File: src/rtl/calc_operand_ctrl.sv
// Operand sequencer for an external 4-bit adder: two button loads, one add pulse, sum capture.
// Define ACCUM_EN to chain a new operand onto the previous sum from DONE.
module calc_operand_ctrl #(
    parameter int ADD_LATENCY = 1
) (
    input  logic       clk,
    input  logic       rst_n,
    input  logic [3:0] sw,
    input  logic       cin_sw,
    input  logic       load_btn,
    input  logic       clear_btn,
    input  logic [4:0] q_in,
    output logic [3:0] a_out,
    output logic [3:0] b_out,
    output logic       cin_out,
    output logic       add_en,
    output logic [4:0] result,
    output logic       result_valid,
    output logic [1:0] state
);

    typedef enum logic [1:0] {
        IDLE   = 2'd0,
        HAVE_A = 2'd1,
        EXEC   = 2'd2,
        DONE   = 2'd3
    } state_e;

    localparam int CW = $clog2(ADD_LATENCY + 2);
    localparam logic [CW-1:0] LAT = CW'(ADD_LATENCY);

    logic [1:0] ld_sync_q;
    logic [1:0] clr_sync_q;
    logic       ld_prev_q;
    logic       clr_prev_q;
    logic [2:0] arm_q;
    logic       load_ev;
    logic       clear_ev;

    state_e        state_q;
    logic [3:0]    a_q;
    logic [3:0]    b_q;
    logic          cin_q;
    logic          add_en_q;
    logic [4:0]    result_q;
    logic          valid_q;
    logic [CW-1:0] cnt_q;

    // arm_q holds off edge detection until the pipeline has seen real
    // button levels, so a button held through reset cannot fire.
    always_ff @(posedge clk or negedge rst_n) begin
        if (!rst_n) begin
            ld_sync_q  <= '0;
            clr_sync_q <= '0;
            ld_prev_q  <= 1'b0;
            clr_prev_q <= 1'b0;
            arm_q      <= '0;
        end else begin
            ld_sync_q  <= {ld_sync_q[0], load_btn};
            clr_sync_q <= {clr_sync_q[0], clear_btn};
            ld_prev_q  <= ld_sync_q[1];
            clr_prev_q <= clr_sync_q[1];
            arm_q      <= {arm_q[1:0], 1'b1};
        end
    end

    assign load_ev  = ld_sync_q[1] & ~ld_prev_q & arm_q[2];
    assign clear_ev = clr_sync_q[1] & ~clr_prev_q & arm_q[2];

    always_ff @(posedge clk or negedge rst_n) begin
        if (!rst_n) begin
            state_q  <= IDLE;
            a_q      <= '0;
            b_q      <= '0;
            cin_q    <= 1'b0;
            add_en_q <= 1'b0;
            result_q <= '0;
            valid_q  <= 1'b0;
            cnt_q    <= '0;
        end else if (clear_ev) begin
            state_q  <= IDLE;
            a_q      <= '0;
            b_q      <= '0;
            cin_q    <= 1'b0;
            add_en_q <= 1'b0;
            result_q <= '0;
            valid_q  <= 1'b0;
            cnt_q    <= '0;
        end else begin
            add_en_q <= 1'b0;
            unique case (state_q)
                IDLE: begin
                    if (load_ev) begin
                        a_q     <= sw;
                        state_q <= HAVE_A;
                    end
                end
                HAVE_A: begin
                    if (load_ev) begin
                        b_q      <= sw;
                        cin_q    <= cin_sw;
                        add_en_q <= 1'b1;
                        cnt_q    <= '0;
                        state_q  <= EXEC;
                    end
                end
                EXEC: begin
                    if (cnt_q == LAT) begin
                        result_q <= q_in;
                        valid_q  <= 1'b1;
                        state_q  <= DONE;
                    end else begin
                        cnt_q <= cnt_q + CW'(1);
                    end
                end
                DONE: begin
                    if (load_ev) begin
`ifdef ACCUM_EN
                        a_q      <= result_q[3:0];
                        b_q      <= sw;
                        cin_q    <= cin_sw;
                        valid_q  <= 1'b0;
                        add_en_q <= 1'b1;
                        cnt_q    <= '0;
                        state_q  <= EXEC;
`else
                        a_q     <= sw;
                        valid_q <= 1'b0;
                        state_q <= HAVE_A;
`endif
                    end
                end
                default: state_q <= IDLE;
            endcase
        end
    end

    assign a_out        = a_q;
    assign b_out        = b_q;
    assign cin_out      = cin_q;
    assign add_en       = add_en_q;
    assign result       = result_q;
    assign result_valid = valid_q;
    assign state        = state_q;

endmodule
File: config.mk
export PLATFORM = sky130hd
export DESIGN_NAME = calc_operand_ctrl
export DESIGN_NICKNAME = d
export VERILOG_FILES = /design/src/rtl/calc_operand_ctrl.sv
export SDC_FILE = /design/constraint.sdc
export NUM_CORES = 1
export LEC_CHECK = 0
export ABC_AREA = 1
export ABC_CLOCK_PERIOD_IN_PS = 1500
export BUFFER_PORTS_ARGS = -buffer_cell sky130_fd_sc_hd__buf_2
export CAP_MARGIN = 20
export CORE_MARGIN = 5
export CORE_UTILIZATION = 46
export DETAILED_ROUTE_END_ITERATION = 10
export GPL_TIMING_DRIVEN = 1
export PLACE_DENSITY = 0.72
export REMOVE_ABC_BUFFERS = 1
export SLEW_MARGIN = 25
export SYNTH_ARGS = -nofsm -noshare
export SYNTH_HDL_FRONTEND = slang
export SYNTH_SLANG_ARGS = --single-unit
File: constraint.sdc
create_clock -name clk -period 1.5 [get_ports clk]
set_clock_uncertainty 0.1 [all_clocks]
set_input_delay 0.15 -clock clk [delete_from_list [all_inputs] [get_ports clk]]
set_output_delay 0.15 -clock clk [all_outputs]
set_load 0.03 [all_outputs]
Yosys cells after proc, flatten, opt, wreduce, memory -nomap -nowiden
Index checks and enable logic that the tools add are counted.
{"block": "totals", "regBits": 29, "in_bits": 14, "output_inout_bits": 18, "wordCells": 71}
{"block": "classes", "addsub": 1, "n_eq_ne": 9, "mux": 27, "bitwise_logic": 6, "n_reduce_logical": 15}
{"operator": "4-bit two-way mux", "count": 5}
{"operator": "5-bit two-way mux", "count": 3}
{"operator": "2-bit two-way mux", "count": 7}
{"operator": "3-bit != test, second input constant", "count": 4}
{"operator": "2-bit nonzero test", "count": 5}
{"operator": "1-bit two-way mux", "count": 9}
{"operator": "3-bit AND reduction", "count": 3}
{"operator": "2-bit one-hot mux with 3 select lines", "count": 1}
{"operator": "2-bit AND reduction", "count": 3}
{"operator": "3-bit nonzero test", "count": 2}
{"operator": "1-bit bitwise AND", "count": 4}
{"operator": "2-bit by 1-bit equality test with 1-bit output, second input constant", "count": 2}
{"operator": "2-bit equality test, second input constant", "count": 2}
{"operator": "2-bit one-hot mux with 2 select lines", "count": 1}
{"operator": "3-bit by 1-bit != test with 1-bit output, second input constant", "count": 1}
{"operator": "2-bit by 1-bit adder with 2-bit output, second input constant", "count": 1}
{"operator": "2-bit zero test", "count": 1}
{"operator": "1-bit NOT", "count": 2}
{"operator": "1-bit one-hot mux with 2 select lines", "count": 1}
{"operator": "2-bit OR reduction", "count": 1}

Logic depth before layout (Yosys ltp)
{"block": "logic_depth", "ltp_word": 6, "depth_mapped": 8, "mapped_depth_nobuf": 8}

Worst setup path after synthesis
OpenSTA, ideal clock, no wires.
{"block": "synth_path", "path_type": "reg-to-reg", "from": "register state_q[0] (netlist: state[0])", "to": "register state_q[0] (netlist: state[0])", "setup_ps": 119, "t_arrival_ps": 1541, "setup_slack_ps": -260, "stages_incl_launch_ff": 8, "n_path_buf": 0, "period_less_slack_ps": 1760, "path_cell_list": "dfrtp_1 inv_1 ha_1 or2_2 nand3_1 nand2_1 nand2_1 nand2_1"}
{"block": "synth_between", "elab_chain_len": 4, "elab_cells_between_ends": 11}
{"item": "start, declared", "line": "40", "source": "state_e state_q;"}
{"item": "start signal, assigned", "line": "72", "source": "state_q <= IDLE;"}
{"item": "start signal, assigned", "line": "81", "source": "state_q <= IDLE;"}
{"item": "start signal, assigned", "line": "95", "source": "state_q <= HAVE_A;"}
{"item": "2-bit equality test or 2-bit zero test (tied branches)", "line": "91", "source": "unique case (state_q)"}
{"item": "2-bit OR reduction (no source line)"}
{"item": "3-bit by 1-bit != test with 1-bit output (no source line) or 2-bit one-hot mux with 3 select lines (tied branches)"}
{"item": "3-bit AND reduction (no source line) or 2-bit two-way mux (tied branches)"}
Several ways; a longest one is shown, not always the timed one.
A chain may end at the register's enable or synchronous reset.

Worst setup path after layout
{"block": "layout_path", "from": "register state_q[0] (netlist: state[0])", "to": "output state[0]"}
{"item": "end, declared", "line": "19", "source": "output logic [1:0] state"}
No word-level cell between the ends.

==> out/qor.yml <==
power_and_ir_drop:
  max-vdd-ir-drop_mv: 1.29
  p_per_area_nw_per_um2: 1750
  p_leak_nw: 0.934
  total_power_mw: 3.02
final_layout:
  area_growth_pct: 37.7
  diodes: 0
  final_area_um2: 1730
  nets: 205
  layoutNonFillerInstCount: 218
  drive_above_1_share_pct: 32.6
  final_core_util_pct: 64.3
  layout_commonest_cell: "nand2_1"
  mostFrequentLayoutCells: "nand2_1, buf_2, dfrtp_1, nand3_1, dlygate4sd3_1"
floorplanning:
  die_x_um: 62.2
  io_pins: 32
  coreArea_um2: 2690
  row_count: 19
  die-area_um2: 3870
  die_y_um: 62.2
  start_util_pct: 46.7
placed_design:
  place_ws_ns: -0.0559
  dp_hpwl_um: 1830
  gp_congestion: 0.725
  placedCellCount: 196
  portBuffers: 31
  dpl_cell_area_um2: 1500
clock_tree:
  clock_tree.buffer_depth: 2
  clk_pin_slew_ns: 0.09
  clock_latency_ns: 0.33
  cts.sinks: 29
  cts_tree: "yes"
  cts_root_buf: "clkbuf_4"
  cts_max_level: 2
  cts-buffers-inserted: 5
critical_path:
  crit-reg2reg-launch: "state[0]$_DFFE_PN0P_"
  start_kind: "flip-flop"
  r2r_cells: 7
  worstPathRequired_ns: 1.25
  startpoint: "state[0]$_DFFE_PN0P_"
  regToRegSetupSlack_ns: 0.07
  path_class: "reg -> out"
  end_kind: "output pin"
  worstPathMaxFanout: 3
  critPathCapture: "state[0]"
  cp.arrival_ns: 1.25
  rr_endpoint: "state[1]$_DFFE_PN0P_"
logic_synthesis:
  yosys.area_share.adder_pct: 4.99
  synth-compound-area-share_pct: 3.79
  seq_area_frac_synth_pct: 57.8
  yosys.area_share.simple_pct: 29.6
  syn_area_per_cell_um2: 9.80
  synth_cells: 128
  ys_types: 18
  synth-xor-area-share_pct: 0
  synth_top_family_by_area: "simple AND/OR/NAND/NOR gates"
  syn-cell-area_um2: 1250
  ys_seq_elements: 29
  synthMuxAreaShare_pct: 0
  yosys_warnings: 0
route:
  routedWlPerCell_um: 13.4
  drt_iter0_markers: 26
  drc: 0
  final_antenna_net_count: 0
  routed_wl_um: 2930
  viasPerCell: 4.97
  drtPass1Iterations: 4
  vias: 1083
outcome:
  outcome: "complete, no violations"
sta:
  hold_violations: 0
  min_period_over_period_pct: 99.8
  setup_viol: 0
  finalMaxSlewViolations: 0
  whs_ns: 0.258
  fmax_ghz: 0.668
  tightest_slew_ns: 0.629
  grt_setup_unrepaired: "yes"
  fin_crit_ns: 1.50
  tns_ns: 0
  fin_ws_ns: 0.00256
  maxSlewHeadroom_pct: 58.1
grt:
  grt_max_degree: 30
  grt_use_total_pct: 16.3
  grt_pass1_vias: 1140
  grt_pass1_wl_um: 4990
  grt_overflow: 0
  antenna_found_initial: 0
worst_hold_path:
  hold_class: "reg -> reg"
  min-delay-start: "clr_sync_q[0]$_DFF_PN0_"
job:
  maxCapViolations: 0
-- cell usage after synthesis --
cell | n | area (um^2)
dfrtp_1 | 29 | 726
o21ai_1 | 3 | 15.0
o21ai_4 | 1 | 16.3
nor2_1 | 5 | 18.8
nand4_4 | 1 | 21.3
o21ai_2 | 1 | 8.76
nand3b_1 | 1 | 7.51
nor2_4 | 2 | 22.5
or2_2 | 1 | 6.26
inv_1 | 9 | 33.8
buf_2 | 2 | 10.0
conb_1 | 1 | 3.75
o211ai_1 | 1 | 7.51
nand3_4 | 1 | 17.5
nand2_1 | 40 | 150
ha_1 | 5 | 62.6
nand2_2 | 2 | 12.5
nand3_1 | 23 | 115
-- critical path, cell delays in order, from the launching register on --
cell	delay (ns)
dfrtp_1	0.45
buf_4	0.17
buf_4	0.13
buf_2	0.17
-- cell type report --
type	count	area, um^2
Inverter	9	33.8
Fill cell	209	958
Multi-Input combinational cell	88	528
Sequential cell	29	726
Clock buffer	8	48.8
Timing Repair Buffer	53	353
Tap cell	31	38.8
-- worst min-delay path by stage --
stage / cells past startpoint / to / slack, ns
CTS: 0 / arm_q[1]$_DFF_PN0_ / 0.26
detailed placement: 1 / a_out[0]$_DFFE_PN0P_ / 0.1
floorplan: 0 / a_out[0]$_DFFE_PN0P_ / -0.25
global placement: 1 / arm_q[0]$_DFF_PN0_ / 0.09
global route: 0 / clr_sync_q[1]$_DFF_PN0_ / 0.27
finish: 0 / clr_sync_q[1]$_DFF_PN0_ / 0.26
-- report_power, final --
part	switching, mW	total, mW	internal [mW]
clock network	0.244	0.430	0.186
registers	0.139	1.12	0.985
logic	0.898	1.47	0.570
total	1.28	3.02	1.74
-- state kept, by name (all words and copies together) (netlist names) --
signal,count
arm_q,3
result,5
result_valid,1
cnt_q,2
b_out,4
ld_sync_q,2
ld_prev_q,1
clr_sync_q,2
state,2
a_out,4
cin_out,1
add_en,1
clr_prev_q,1
-- kinds of logic (layout without fill, tap and decap cells) --
| kind of cell | after synthesis | in the layout |
|---|---|---|
| buffers and inverters | 11 | 70 |
| DFF | 29 | 29 |
| AOI/OAI and AO/OA | 6 | 6 |
| and+or+nand+nor | 76 | 76 |
| other | 1 | 1 |
| adders and majority gates | 5 | 5 |
-- timing repair --
item | in CTS | in global routing
hold buffers | 13 | 0
setup buffers | 2 | 0
pin swaps | 1 | 2
endpoints found under the setup margin | 5 | 7
resized for setup | 2 | 8
endpoints found under the hold margin | 45 | 0
-- layer usage --
layer	share of wire, %	global-route usage (%)	routed length [um]
met3	4.5	4.14	132
met1	38	17.4	1120
met5	0	0	0
met2	54	28.2	1570
met4	3.7	10.6	107
Power figures use the tool's default switching activity.
